## src/rtl/bitwise_reducer.sv

```systemverilog
// bitwise_reducer: folds a burst of N-bit operands into one N-bit result
// using AND / OR / XOR / NAND, with valid/ready handshakes on both sides.
// A burst ends on in_last or when MAX_BEATS beats have been folded.
module bitwise_reducer #(
    parameter int unsigned N         = 8,
    parameter int unsigned MAX_BEATS = 16,
    localparam int unsigned CW       = $clog2(MAX_BEATS + 1)
) (
    input  logic          clk,
    input  logic          rst_n,
    input  logic          in_valid,
    output logic          in_ready,
    input  logic [N-1:0]  in_data,
    input  logic          in_last,
    input  logic [1:0]    in_op,
    output logic          out_valid,
    input  logic          out_ready,
    output logic [N-1:0]  out_data,
    output logic [CW-1:0] out_count,
    output logic          out_trunc
);

    typedef enum logic [1:0] {
        IDLE,
        ACCUM,
        HOLD
    } state_t;

    state_t         state_q, state_d;
    logic [N-1:0]   acc_q, acc_d;
    logic [1:0]     op_q, op_d;
    logic [CW-1:0]  cnt_q, cnt_d;
    logic [N-1:0]   out_data_q, out_data_d;
    logic [CW-1:0]  out_count_q, out_count_d;
    logic           out_trunc_q, out_trunc_d;

    logic           xfer;
    logic           finish;
    logic [1:0]     fold_op;
    logic [N-1:0]   fold;
    logic [CW-1:0]  cnt_next;

    // State register and all datapath flops, cleared asynchronously
    always_ff @(posedge clk or negedge rst_n) begin
        if (!rst_n) begin
            state_q     <= IDLE;
            acc_q       <= '0;
            op_q        <= 2'b00;
            cnt_q       <= '0;
            out_data_q  <= '0;
            out_count_q <= '0;
            out_trunc_q <= 1'b0;
        end else begin
            state_q     <= state_d;
            acc_q       <= acc_d;
            op_q        <= op_d;
            cnt_q       <= cnt_d;
            out_data_q  <= out_data_d;
            out_count_q <= out_count_d;
            out_trunc_q <= out_trunc_d;
        end
    end

    // Fold the accepted beat into the accumulator; latch the result when the burst ends
    always_comb begin
        xfer     = in_valid && (state_q != HOLD);
        fold_op  = (state_q == IDLE) ? in_op : op_q;
        cnt_next = (state_q == IDLE) ? CW'(1) : cnt_q + CW'(1);

        if (state_q == IDLE) begin
            fold = in_data;
        end else begin
            case (op_q)
                2'b01:   fold = acc_q | in_data;
                2'b10:   fold = acc_q ^ in_data;
                default: fold = acc_q & in_data; // AND, and NAND before final inversion
            endcase
        end

        finish = xfer && (in_last || (cnt_next == CW'(MAX_BEATS)));

        acc_d       = acc_q;
        op_d        = op_q;
        cnt_d       = cnt_q;
        out_data_d  = out_data_q;
        out_count_d = out_count_q;
        out_trunc_d = out_trunc_q;

        if (xfer) begin
            acc_d = fold;
            op_d  = fold_op;
            cnt_d = cnt_next;
        end
        if (finish) begin
            out_data_d  = (fold_op == 2'b11) ? ~fold : fold;
            out_count_d = cnt_next;
            // Ending without in_last can only mean the beat limit was hit
            out_trunc_d = !in_last;
        end
    end

    // Next-state logic
    always_comb begin
        state_d = state_q;
        case (state_q)
            IDLE, ACCUM: begin
                if (finish) begin
                    state_d = HOLD;
                end else if (xfer) begin
                    state_d = ACCUM;
                end
            end
            HOLD: begin
                if (out_ready) begin
                    state_d = IDLE;
                end
            end
            default: state_d = IDLE;
        endcase
    end

    // Handshake outputs decoded from state only; result outputs come straight from flops
    always_comb begin
        in_ready  = (state_q != HOLD);
        out_valid = (state_q == HOLD);
        out_data  = out_data_q;
        out_count = out_count_q;
        out_trunc = out_trunc_q;
    end

endmodule
```

## config.mk

```make
export PLATFORM = sky130hd
export DESIGN_NAME = bitwise_reducer
export DESIGN_NICKNAME = d
export VERILOG_FILES = /design/src/rtl/bitwise_reducer.sv
export SDC_FILE = /design/constraint.sdc
export NUM_CORES = 1
export LEC_CHECK = 0
export CORE_ASPECT_RATIO = 2
export CORE_UTILIZATION = 45
export DETAILED_ROUTE_END_ITERATION = 8
export PLACE_DENSITY_LB_ADDON = 0.3
export SYNTH_ARGS = -nofsm -noshare
export SYNTH_HDL_FRONTEND = slang
export SYNTH_SLANG_ARGS = --single-unit
export TNS_END_PERCENT = 30
```

## constraint.sdc

```tcl
create_clock -name clk -period 2.3 [get_ports clk]
set_input_delay 0.345 -clock clk [delete_from_list [all_inputs] [get_ports clk]]
set_output_delay 0.345 -clock clk [all_outputs]
set_load 0.05 [all_outputs]
```

==> results of run 1 <==
[metal layers]
layer / routed length [um] / vias to the layer above
li1: - / 747
met1: 1560 / 717
met2: 2120 / 22
met3: 99 / 7
met4: 84 / 0
met5: 0 / -
[placed cells by master (no fill, tap or decap), types with 2 or more instances in the layout]
cell type,Yosys,layout
sky130_fd_sc_hd__mux2_4,8,8
sky130_fd_sc_hd__xor2_1,2,2
sky130_fd_sc_hd__o21ai_0,20,20
sky130_fd_sc_hd__a31o_2,2,2
sky130_fd_sc_hd__o21a_1,2,2
sky130_fd_sc_hd__a21oi_1,14,14
sky130_fd_sc_hd__nor2_1,5,5
sky130_fd_sc_hd__nand3_1,5,5
sky130_fd_sc_hd__ha_1,19,19
sky130_fd_sc_hd__buf_4,0,6
sky130_fd_sc_hd__clkbuf_8,0,7
sky130_fd_sc_hd__xnor2_1,8,8
sky130_fd_sc_hd__nand2_1,18,18
sky130_fd_sc_hd__a22oi_1,8,8
sky130_fd_sc_hd__a221o_1,2,2
sky130_fd_sc_hd__inv_1,33,33
sky130_fd_sc_hd__clkdlybuf4s50_1,0,30
sky130_fd_sc_hd__dfrtp_1,31,31
sky130_fd_sc_hd__nor2_2,2,2
[final cells by class]
class,instances,share of cell area
multi-input cells,128,0.413
flip-flops and latches,31,0.318
repair buffers,37,0.150
inverters,33,0.0508
clock buffers,8,0.0411
well taps,52,0.0267
[stage by stage]
step,std cells,util
after floorplan,201,-
after global placement,281,0.566
after detailed placement,281,0.566
after CTS,289,0.590
after global routing,289,0.590
final,289,0.590
[worst register-to-register path: cells and delay by family, from the launching register on]
family / cells / cell delay (ns)
AOI/OAI and AO/OA: 1 / 0.15
xor gates and xnor gates: 1 / 0.20
muxes: 1 / 0.33
adders and majority gates: 1 / 0.24
and+or+nand+nor: 2 / 0.49
buffers and inverters: 1 / 0.19
DFF: 1 / 0.40
[power by group through the flow]
stage          Combinational, W  Sequential (W)  Clock [W]
2_1_floorplan          0.000723         0.00116          0
3_3_place_gp            0.00141        0.000855          0
3_5_place_dp            0.00143        0.000858          0
4_1_cts                 0.00144        0.000851   0.000483
5_1_grt                 0.00156        0.000871   0.000511
6_report                0.00142        0.000848   0.000464
[flip-flops by register name, summed over array words and instances, names as in the netlist]
| signal | count |
|---|---|
| out_count | 5 |
| state_q | 2 |
| out_trunc | 1 |
| acc_q | 8 |
| out_data | 8 |
| op_q | 2 |
| cnt_q | 5 |
[how the worst min path moves through the flow]
stage / end / cells past startpoint / startpoint / slack (ns)
final: state_q[0]$_DFFE_PN0P_ / 2 / rst_n / 0.46
after global routing: out_data[7]$_DFFE_PN0P_ / 2 / rst_n / 0.51
after CTS: state_q[0]$_DFFE_PN0P_ / 2 / rst_n / 0.46
after detailed placement: state_q[0]$_DFFE_PN0P_ / 1 / state_q[1]$_DFFE_PN0P_ / 0.49
after global placement: state_q[0]$_DFFE_PN0P_ / 1 / state_q[1]$_DFFE_PN0P_ / 0.49
after floorplan: acc_q[0]$_DFFE_PN0P_ / 0 / rst_n / 0.05
[cells by family after synthesis]
group | Yosys count | share of synthesized area
AOI/OAI and AO/OA | 56 | 0.195
xor gates and xnor gates | 11 | 0.0530
adders and majority gates | 19 | 0.121
buffers and inverters | 42 | 0.0895
DFF | 31 | 0.396
muxes | 10 | 0.0722
and+or+nand+nor | 32 | 0.0728
==> results.md, run 1 <==
GRT:
- The met3 demand-to-capacity share in global routing is 0.0367.
- The busiest layer in global routing is met2.
- The maximum number of pins on one net before global-route repair is 32.
- For this run, global-route usage on met2 was measured as 0.350.
- The global routing met1 resource utilization is 0.192.
- The total track usage is 0.186.
- The number of antenna violations at the first check in global routing is 0.
- The number of global-route vias before repair is ~1,500.
- The total overflow left after global routing is 0.
- The global-route wire length before repair is about 6.5 mm.

Timing:
- The total negative setup slack is 0 ns.
- Headroom to the max-slew limit came out at 0.598.
- The share of the cycle needed by the critical path after routing is 0.951.
- The final hold violation count is 0.
- The fmax is approximately 460 MHz.
- The worst setup margin is ~0.11 ns.
- Setup violations remaining at the end of the flow were counted as 0.
- The tightest hold path in the finished design has a slack of ~0.46 ns.
- At the pin with the least slew margin, the transition time is ~0.60 ns.
- The total count of max-transition violations in the final report is 0.
- The post-route clock skew is approximately 0.0062 ns.
- Setup repair after global routing left no endpoint under its margin.
- The final period demand of the worst path is 2.19 ns.

Yosys:
- The proportion of register bits with asynchronous set or reset after synthesis is 1.00.
- Synthesis produced a netlist with a net count of roughly 240.
- In the synthesized netlist, the cells that appear most often are sky130_fd_sc_hd__inv_1, sky130_fd_sc_hd__dfrtp_1, sky130_fd_sc_hd__o21ai_0.
- The count of yosys warnings during synthesis is 0.
- Synthesis produced 201 cells.
- Yosys attributes the largest share of cell area to sky130_fd_sc_hd__dfrtp_1, sky130_fd_sc_hd__ha_1, sky130_fd_sc_hd__inv_1.
- Counting flops and latches in the post-synthesis netlist gives 31.
- The synthesized design spends more area on one cell type than any other, namely sky130_fd_sc_hd__dfrtp_1.
- The top cell type's share of synthesized area is 0.396.
- The share of the Yosys chip area taken by registers is 0.396.
- The count of flip-flops with a built-in enable after synthesis is 0.
- The average footprint of a synthesized cell is roughly 9.7 sq um.
- The most common cell in the synthesized netlist is sky130_fd_sc_hd__inv_1.
- In this run the cell area of the synthesized design comes to just under 2000 sq um.
- The post-synthesis cell type count is 32.
- The primary flip-flop cell chosen by synthesis mapping is sky130_fd_sc_hd__dfrtp_1.

Critical path:
- The worst-path cell with the longest stage delay is sky130_fd_sc_hd__clkdlybuf4s50_1.
- The register-to-register setup slack is between 0.15 and 0.2 ns.
- The terminus of the critical flop-to-flop path is out_count[0]$_DFFE_PN0P_.
- The data arrival time of the critical path is ~1.8 ns.
- The critical path is of the flop to output pin type.
- The critical register-to-register path startpoint is cnt_q[1]$_DFFE_PN0P_.
- Of all nets on the critical path, the largest fanout is 6.
- The largest single stage delay on the critical path is roughly 0.8 ns.
- The critical path goes through nand2b_1 > inv_1 > clkdlybuf4s50_1.
- STA classifies the critical path endpoint as an output pin.
- Broken down by cell family, the worst path's largest delay share belongs to buffers and inverters.
- Data on the critical path is required at its endpoint by 1.96 ns.
- STA classifies the critical path startpoint as a flop.
- The cell depth of the worst flop-to-flop path is 7.
- The total number of cells along the worst setup path is 3.
- In this run the worst setup path terminates at out_valid.
- The critical path starts at state_q[0]$_DFFE_PN0P_.
- Together, buffers and inverters on the worst path number 2.

Power:
- Of the total power, combinational logic draws 0.520.
- The internal cell power is around 0.0016 W.
- The power per cell area is between 1000 and 1500 nW/um^2.
- The sequential cell fraction of total power is 0.310.
- Summing internal, switching and leakage power gives between 0.002 and 0.003 W.
- The switching power of the nets is 0.00115 W.
- The part of the power in the clock network is 0.170.
- The largest vdd supply drop is around 0.00076 V.
- Of the total power, the share spent switching nets is 0.420.
- The leakage power is 1.14 nW.

Clocking:
- The tree is rooted in a sky130_fd_sc_hd__clkbuf_8.
- The clock tree from TritonCTS is built.
- The clock-pin slew of the registers on the worst-case setup and hold paths is around 0.06 ns.
- At the later pin of the worst-skew pair, clock insertion delay measures 0.28 ns.
- The number of buffers created by CTS is 5.
- The post-cts resize count is 0.
- The number of clock sinks is 31.
- CTS built an H-tree with a depth of 2.
- Buffers inserted to repair hold after CTS numbered 0.
- Once the clock tree was built, the setup fixing pass inserted 0 buffers.
- The number of buffers between clock root and the deepest sink is 2.

Routing:
- In the final routed layout, each cell accounts on average for 13.4 um.
- The post-detailed-route via-to-cell ratio is just over 5.
- The residual antenna-violating net count after detailed routing is 0.
- In the routed design, unresolved DRC markers number 0.
- Summed over all layers, the routed wires come to slightly below 4 mm.
- The detailed router finished its first iteration with 35 violations.
- The first-pass detailed-route iteration total is 4.
- The count of vias placed by the detailed router is 1,493.

Finish:
- In the final layout, flip-flops and latches occupy 776 sq um.
- Compared with the post-synthesis result, the final layout area differs by 24.5%.
- The finished cells cover 2440 sq um.
- The net count reported at finish is between 200 and 300.
- The repair_antennas step left the layout with diodes totalling 0.
- The multi-input logic area is roughly 1000 sq um.
- The number of fill cells is between 300 and 400.
- The layout cell share with drive strength beyond 1 is 0.131.

Floorplan:
- The width of the die is 48.6 um.
- After floorplanning, the core was sized to cover 4130 sq um.
- In this run the vertical extent of the chip is 95.3 um.
- The die area is between 4000 and 5000 sq um.
- In this run the count of I/O pins placed on the die edge is 31.
- For this configuration, the core starts out at a cell density of 0.474.
- The initialized floorplan defines 33 standard-cell rows.

Job:
- The total of max-cap violations is 0.

Placement:
- The congestion estimate from routability-driven global placement came to 0.800.
- The pre-CTS setup slack is slightly below 0.07 ns.
- The count of buffers inserted at the top-level ports is 30.
- Detailed placement ended at an HPWL of 2.86 mm.
- In this run the cell area measured after placement is about 2300 sq um.

Worst hold path:
- The tightest min-delay check is of the input port to asynchronous set/reset pin type.

Outcome:
- The run finished with clean final reports.
Power figures use the tool's default switching activity.
==> inputs of run 2 (changes only) <==
==> constraint.sdc (replaced) <==
create_clock -name clk -period 2.2 [get_ports clk]
set_input_delay 0.33 -clock clk [delete_from_list [all_inputs] [get_ports clk]]
set_output_delay 0.33 -clock clk [all_outputs]
set_load 0.05 [all_outputs]
==> results.md, run 2 (synthesis results as in run 1) <==
Outcome:
- Run status: complete, no violations (unchanged).

Placement:
- The placed wire-length estimate after detailed placement is 3.05 mm (was 2.86 mm).
- The weighted congestion reported at the end of routability-driven placement came to 0.754 (was 0.800).
- The count of buffers inserted at the top-level ports is 30 (unchanged).
- The pre-CTS setup slack was 0.0428 ns (was 0.0685 ns).

Clocking:
- The number of buffers added for setup after CTS is 0 (unchanged).
- The number of buffers inserted by hold repair at cts was 0 (unchanged).
- The clock tree from TritonCTS is built (unchanged).
- The post-cts resize count was 0 (unchanged).
- The number of clock sinks was 31 (unchanged).
- The number of buffers between clock root and the deepest sink is 2 (unchanged).
- The number of levels the H-tree was split into is 2 (unchanged).
- The clock latency reported for the late side of the worst-skew pair is 0.29 ns (was 0.28 ns).
- The clock-pin slew of the registers on the worst-case setup and hold paths is 0.07 ns (was 0.06 ns).
- The number of buffers created by CTS is 5 (unchanged).
- The clock root buffer is sky130_fd_sc_hd__clkbuf_8 (unchanged).

Timing:
- The post-route clock skew is 0.00650 ns (was 0.00622 ns).
- Of the available clock period, the critical path in the final layout requires 0.948.
- The final hold violation count is 0 (unchanged).
- The total negative setup slack is 0 ns (unchanged).
- The total count of max-transition violations in the final report was 0 (unchanged).
- The final period demand of the worst path is between 2 and 2.5 ns.
- The final-report setup violation count is 0 (unchanged).
- The worst max-slew margin expressed relative to the limit is 0.658 (was 0.598).
- The fmax is around 480 MHz.
- The worst setup margin is 0.115 ns (was 0.113 ns).
- The transition time at the pin with the least slew margin was 0.513 ns (was 0.603 ns).
- RSZ-0062 raised after global routing: false (unchanged).

Routing:
- The detailed router's first-iteration violation count is 22 (was 35).
- The post-detailed-route via-to-cell ratio is 5.18 (was 5.17).
- The routed wire length per instance is 13.8 um (was 13.4 um).
- The detailed-route DRC error count is 0 (unchanged).
- The total wire length was 4.07 mm (was 3.86 mm).
- The count of vias placed by the detailed router is 1,524 (was 1,493).
- The first-pass detailed-route iteration total is 4 (unchanged).
- The residual antenna-violating net count after detailed routing is 0 (unchanged).

Finish:
- The share of the core filled with cells in the final layout is 0.592 (was 0.590).
- The layout overhead on the synthesized area is 24.9% (was 24.5%).
- The number of fill cells is 386 (was 362).
- The total inserted antenna cells is 0 (unchanged).
- Most frequent cells in the layout: sky130_fd_sc_hd__inv_1, sky130_fd_sc_hd__dfrtp_1, sky130_fd_sc_hd__clkdlybuf4s50_1 (unchanged).
- The net count reported at finish is 275 (was 270).
- The layout cell share with drive strength beyond 1 was 0.153 (was 0.131).
- The commonest non-fill, non-tap cell in the layout was sky130_fd_sc_hd__inv_1 (unchanged).

Critical path:
- The data arrival time of the critical path came to 1.75 ns (was 1.84 ns).
- The maximum cell stage delay along the critical path is 0.82 ns (was 0.80 ns).
- The critical register-to-register path startpoint was cnt_q[0]$_DFFE_PN0P_ (was cnt_q[1]$_DFFE_PN0P_).
- The category of cells accounting for the largest share of critical-path delay is buffers and inverters (unchanged).
- The launching element type of the critical path was a flop (unchanged).
- The critical path data required time is 1.87 ns (was 1.96 ns).
- The start point of the critical path is state_q[0]$_DFFE_PN0P_ (unchanged).
- The largest fanout of any net on the critical path was 6 (unchanged).
- Series of cell instances along the critical path: nand2b_1 > clkdlybuf4s50_1 (was nand2b_1 > inv_1 > clkdlybuf4s50_1).
- The buffers plus inverters on the worst setup path was 1 (was 2).
- The type of destination of the critical path is an output pin (unchanged).
- The category of the most critical setup path is flop to output pin (unchanged).
- The worst-path cell with the longest stage delay is sky130_fd_sc_hd__clkdlybuf4s50_1 (unchanged).

GRT:
- The number of antenna violations at the first check in global routing is 0 (unchanged).
- The global-route wire length before repair is 6.81 mm (was 6.51 mm).
- The total track usage is 0.197 (was 0.186).
- The busiest layer in global routing is met2 (unchanged).
- The maximum number of pins on one net before global-route repair was 32 (unchanged).
- The global-route congestion overflow total is 0 (unchanged).
- The global routing met1 resource utilization is 0.197 (was 0.192).
- The number of global-route vias before repair was 1,530 (was 1,476).
- The met3 demand-to-capacity share in global routing is 0.0287 (was 0.0367).
- The met2 demand-to-capacity share in global routing is 0.372 (was 0.350).

Floorplan:
- The width of the die is 48.6 um (unchanged).
- The area of the placeable core is 4130 sq um (unchanged).
- The I/O pin count is 31 (unchanged).
- The placement row count is 33 (unchanged).
- The die area came to 4640 sq um (unchanged).
- The effective utilization at floorplan came to 0.474 (unchanged).
- The die boundary height was 95.3 um (unchanged).

Power:
- The largest vdd supply drop is 0.000578 V (was 0.000761 V).
- The leakage power was 1.15 nW (was 1.14 nW).
- The power per cell area is 1160 nW/um^2 (was 1120 nW/um^2).

Job:
- The total of max-cap violations is 0 (unchanged).

Worst hold path:
- The worst hold-check path type is input port to asynchronous set/reset pin (unchanged).
==> run 2: path summary, 6_finish.rpt <==
check                                      endpoint  slack, ns  cells past startpoint
max                                        in_ready       0.12                      2
min                             op_q[0]$_DFFE_PN0P_       0.44                      2
max reg2reg                out_count[0]$_DFFE_PN0P_       0.19                      7
min reg2reg                  state_q[0]$_DFFE_PN0P_       0.50                      1
max in group asynchronous      acc_q[6]$_DFFE_PN0P_       1.46                      2
min in group clk             state_q[0]$_DFFE_PN0P_       0.50                      1
==> run 2: area by class of cell <==
type,count,area (sq um),share of cell area
inverters,33,124,0.0507
well taps,52,65.1,0.0266
clock inverters,2,12.5,0.00512
multi-input cells,128,1010,0.412
clock buffers,6,72.6,0.0297
flip-flops and latches,31,776,0.317
repair buffers,42,388,0.159
==> run 2: per-stage QoR <==
step / cells / power [W] / hold WS [ns] / cell area, sq um
final: 294 / 0.00283 / 0.444 / 2440
after global routing: 294 / 0.00302 / 0.488 / 2440
after CTS: 294 / 0.00287 / 0.454 / 2440
after detailed placement: 286 / 0.00242 / 0.499 / 2360
after global placement: 286 / 0.00239 / 0.493 / 2360
after floorplan: 201 / 0.00197 / 0.0344 / 1960
==> run 2: power by group <==
part | total (W) | switching, W | internal [W]
Combinational | 0.00150 | 0.000875 | 0.000627
Clock | 0.000435 | 0.000215 | 0.000221
Sequential | 0.000892 | 0.000137 | 0.000755
==> run 2: per-layer routing <==
metal	vias up	part of all wire
met4	0	0.026
met3	9	0.024
met5	-	0
li1	752	-
met1	738	0.39
met2	25	0.56
==> inputs of run 3 (changes only) <==
--- a/config.mk
+++ b/config.mk
@@ -6,6 +6,7 @@
 export NUM_CORES = 1
 export LEC_CHECK = 0
 export CORE_ASPECT_RATIO = 2
+export CORE_MARGIN = 2
 export CORE_UTILIZATION = 45
 export DETAILED_ROUTE_END_ITERATION = 8
 export PLACE_DENSITY_LB_ADDON = 0.3
==> results.md, run 3 (synthesis results as in run 1) <==
Outcome:
- Run status: complete, no violations (unchanged).

Critical path:
- The category of cells accounting for the largest share of critical-path delay is buffers and inverters (unchanged).
- The terminus of the critical flop-to-flop path was out_data[7]$_DFFE_PN0P_ (was out_count[0]$_DFFE_PN0P_).
- The capturing element of the worst setup path is in_ready (unchanged).
- The worst-path cell with the longest stage delay is sky130_fd_sc_hd__clkdlybuf4s50_1 (unchanged).
- The maximum cell stage delay along the critical path came to 0.82 ns (about the same).
- The total number of cells along the worst setup path came to 2 (unchanged).
- The buffers plus inverters on the worst setup path is 1 (unchanged).
- The start point of the critical path is state_q[0]$_DFFE_PN0P_ (unchanged).
- The critical path data required time came to 1.87 ns (about the same).
- The launching element type of the critical path is a flop (unchanged).
- The data arrival time of the critical path came to 1.75 ns (about the same).
- The largest fanout of any net on the critical path came to 6 (unchanged).
- The type of destination of the critical path is an output pin (unchanged).
- The register-to-register setup slack is 0.12 ns (was 0.19 ns).
- Series of cell instances along the critical path: nand2b_1 > clkdlybuf4s50_1 (unchanged).
- The category of the most critical setup path is flop to output pin (unchanged).
- The critical register-to-register path startpoint is op_q[0]$_DFFE_PN0P_ (was cnt_q[0]$_DFFE_PN0P_).
- The cell depth of the worst flop-to-flop path is 6 (was 7).

Power:
- The share of total power in combinational logic is 0.531 (about the same).
- The largest vdd supply drop is 0.000856 V (was 0.000578 V).
- The overall power of the completed layout was 0.00281 W (was 0.00283 W).
- The internal cell power is 0.00159 W (was 0.00160 W).
- The leakage power was 1.13 nW (was 1.15 nW).
- The sequential cell fraction of total power came to 0.316 (was 0.315).
- The power per cell area was 1160 nW/um^2 (about the same).
- The part of the power in the clock network is 0.153 (was 0.154).
- The switching power of the nets is 0.00122 W (was 0.00123 W).
- The switching share of power is 0.433 (was 0.434).

Placement:
- The placed wire-length estimate after detailed placement is 2.87 mm (was 3.05 mm).
- The number of placed instances, taps included came to 285 (was 286).
- The post-place instance area came to 2340 sq um (was 2360 sq um).
- The count of buffers inserted at the top-level ports was 30 (unchanged).
- The pre-CTS setup slack is -0.0193 ns (was 0.0428 ns).
- The weighted congestion reported at the end of routability-driven placement was 0.768 (was 0.754).

Job:
- The total of max-cap violations is 0 (unchanged).

Finish:
- The final design instance area without fill is 2420 sq um (was 2440 sq um).
- The number of fill cells is 380 (was 386).
- The net count reported at finish is 272 (was 275).
- Most frequent cells in the layout: sky130_fd_sc_hd__inv_1, sky130_fd_sc_hd__dfrtp_1, sky130_fd_sc_hd__clkdlybuf4s50_1 (unchanged).
- The share of the core filled with cells in the final layout is 0.569 (was 0.592).
- The layout overhead on the synthesized area was 23.6% (was 24.9%).
- The layout cell share with drive strength beyond 1 is 0.138 (was 0.153).
- The post-layout instance count excluding filler cells is 293 (was 294).
- The total inserted antenna cells came to 0 (unchanged).
- The commonest non-fill, non-tap cell in the layout is sky130_fd_sc_hd__inv_1 (unchanged).

Worst hold path:
- The worst hold-check path type is input port to asynchronous set/reset pin (unchanged).

Floorplan:
- The effective utilization at floorplan is 0.460 (was 0.474).
- The placement row count is 34 (was 33).
- The die area is 4930 sq um (was 4640 sq um).
- The die boundary height was 97.3 um (was 95.3 um).
- The I/O pin count was 31 (unchanged).
- The area of the placeable core is 4250 sq um (was 4130 sq um).
- The width of the die was 50.6 um (was 48.6 um).

Timing:
- The worst max-slew margin expressed relative to the limit was 0.563 (was 0.658).
- The transition time at the pin with the least slew margin is 0.656 ns (was 0.513 ns).
- The final period demand of the worst path came to 2.08 ns (about the same).
- RSZ-0062 raised after global routing: false (unchanged).
- The post-route clock skew is 0.00488 ns (was 0.00650 ns).
- The final-report setup violation count is 0 (unchanged).
- The total count of max-transition violations in the final report came to 0 (unchanged).
- The fmax is 480 MHz (about the same).
- The final hold violation count is 0 (unchanged).
- The share of the cycle needed by the critical path after routing is 0.947 (was 0.948).
- The worst setup margin is 0.117 ns (was 0.115 ns).

GRT:
- The maximum number of pins on one net before global-route repair was 32 (unchanged).
- The number of global-route vias before repair is 1,509 (was 1,530).
- The global-route congestion overflow total was 0 (unchanged).
- The global-route wire length before repair was 6.86 mm (was 6.81 mm).
- The total track usage came to 0.181 (was 0.197).
- The number of antenna violations at the first check in global routing was 0 (unchanged).

Clocking:
- The number of buffers inserted by hold repair at cts is 0 (unchanged).
- The clock latency reported for the late side of the worst-skew pair came to 0.29 ns (about the same).
- The clock-pin slew of the registers on the worst-case setup and hold paths is 0.07 ns (about the same).
- The number of clock sinks is 31 (unchanged).
- The clock root buffer is sky130_fd_sc_hd__clkbuf_8 (unchanged).
- The clock tree from TritonCTS is built (unchanged).
- The number of buffers created by CTS was 5 (unchanged).
- The number of buffers between clock root and the deepest sink was 2 (unchanged).
- The number of buffers added for setup after CTS came to 0 (unchanged).
- The post-cts resize count is 0 (unchanged).
- The number of levels the H-tree was split into is 2 (unchanged).

Routing:
- The count of vias placed by the detailed router is 1,516 (was 1,524).
- The routed wire length per instance is 13.7 um (was 13.8 um).
- The total wire length is 4.01 mm (was 4.07 mm).
- The detailed router's first-iteration violation count is 24 (was 22).
- The first-pass detailed-route iteration total is 4 (unchanged).
- The residual antenna-violating net count after detailed routing came to 0 (unchanged).
- The post-detailed-route via-to-cell ratio was 5.17 (was 5.18).
- The detailed-route DRC error count came to 0 (unchanged).
-- run 3: how the worst min path moves through the flow --
stage                              from                        to
2_1_floorplan                     rst_n      acc_q[0]$_DFFE_PN0P_
3_3_place_gp     state_q[1]$_DFFE_PN0P_    state_q[0]$_DFFE_PN0P_
3_5_place_dp   out_count[3]$_DFFE_PN0P_  out_count[3]$_DFFE_PN0P_
4_1_cts                           rst_n      cnt_q[3]$_DFFE_PN0P_
5_1_grt                           rst_n      acc_q[3]$_DFFE_PN0P_
6_report                          rst_n      acc_q[5]$_DFFE_PN0P_
-- run 3: area by class of cell --
class | count | area (sq um) | area share
sequential | 31 | 776 | 0.320
inverter | 33 | 124 | 0.0512
tap | 54 | 67.6 | 0.0279
timing repair buffer | 39 | 365 | 0.151
clock inverter | 1 | 5.00 | 0.00207
multi-input combinational | 128 | 1010 | 0.416
clock buffer | 7 | 76.3 | 0.0315
-- run 3: per-stage QoR --
stage,hold WS (ns),setup TNS [ns]
6_report,0.450,0
5_1_grt,0.503,0
4_1_cts,0.453,0
3_5_place_dp,0.493,-0.0193
3_3_place_gp,0.478,0
2_1_floorplan,0.0344,0
-- run 3: power groups by stage --
stage,Combinational (W),Clock [W],Sequential [W]
after floorplan,0.000756,0,0.00121
after global placement,0.00146,0,0.000889
after detailed placement,0.00150,0,0.000897
after CTS,0.00151,0.000448,0.000891
after global routing,0.00162,0.000468,0.000916
final,0.00149,0.000430,0.000888
-- run 3: layer usage --
layer  GRT usage  share of wire  vias to the layer above
met5           0              0                        -
met4      0.0811          0.018                        0
met2       0.293           0.50                       35
met1       0.230           0.45                      727
li1            -              -                      747
met3      0.0323          0.032                        7
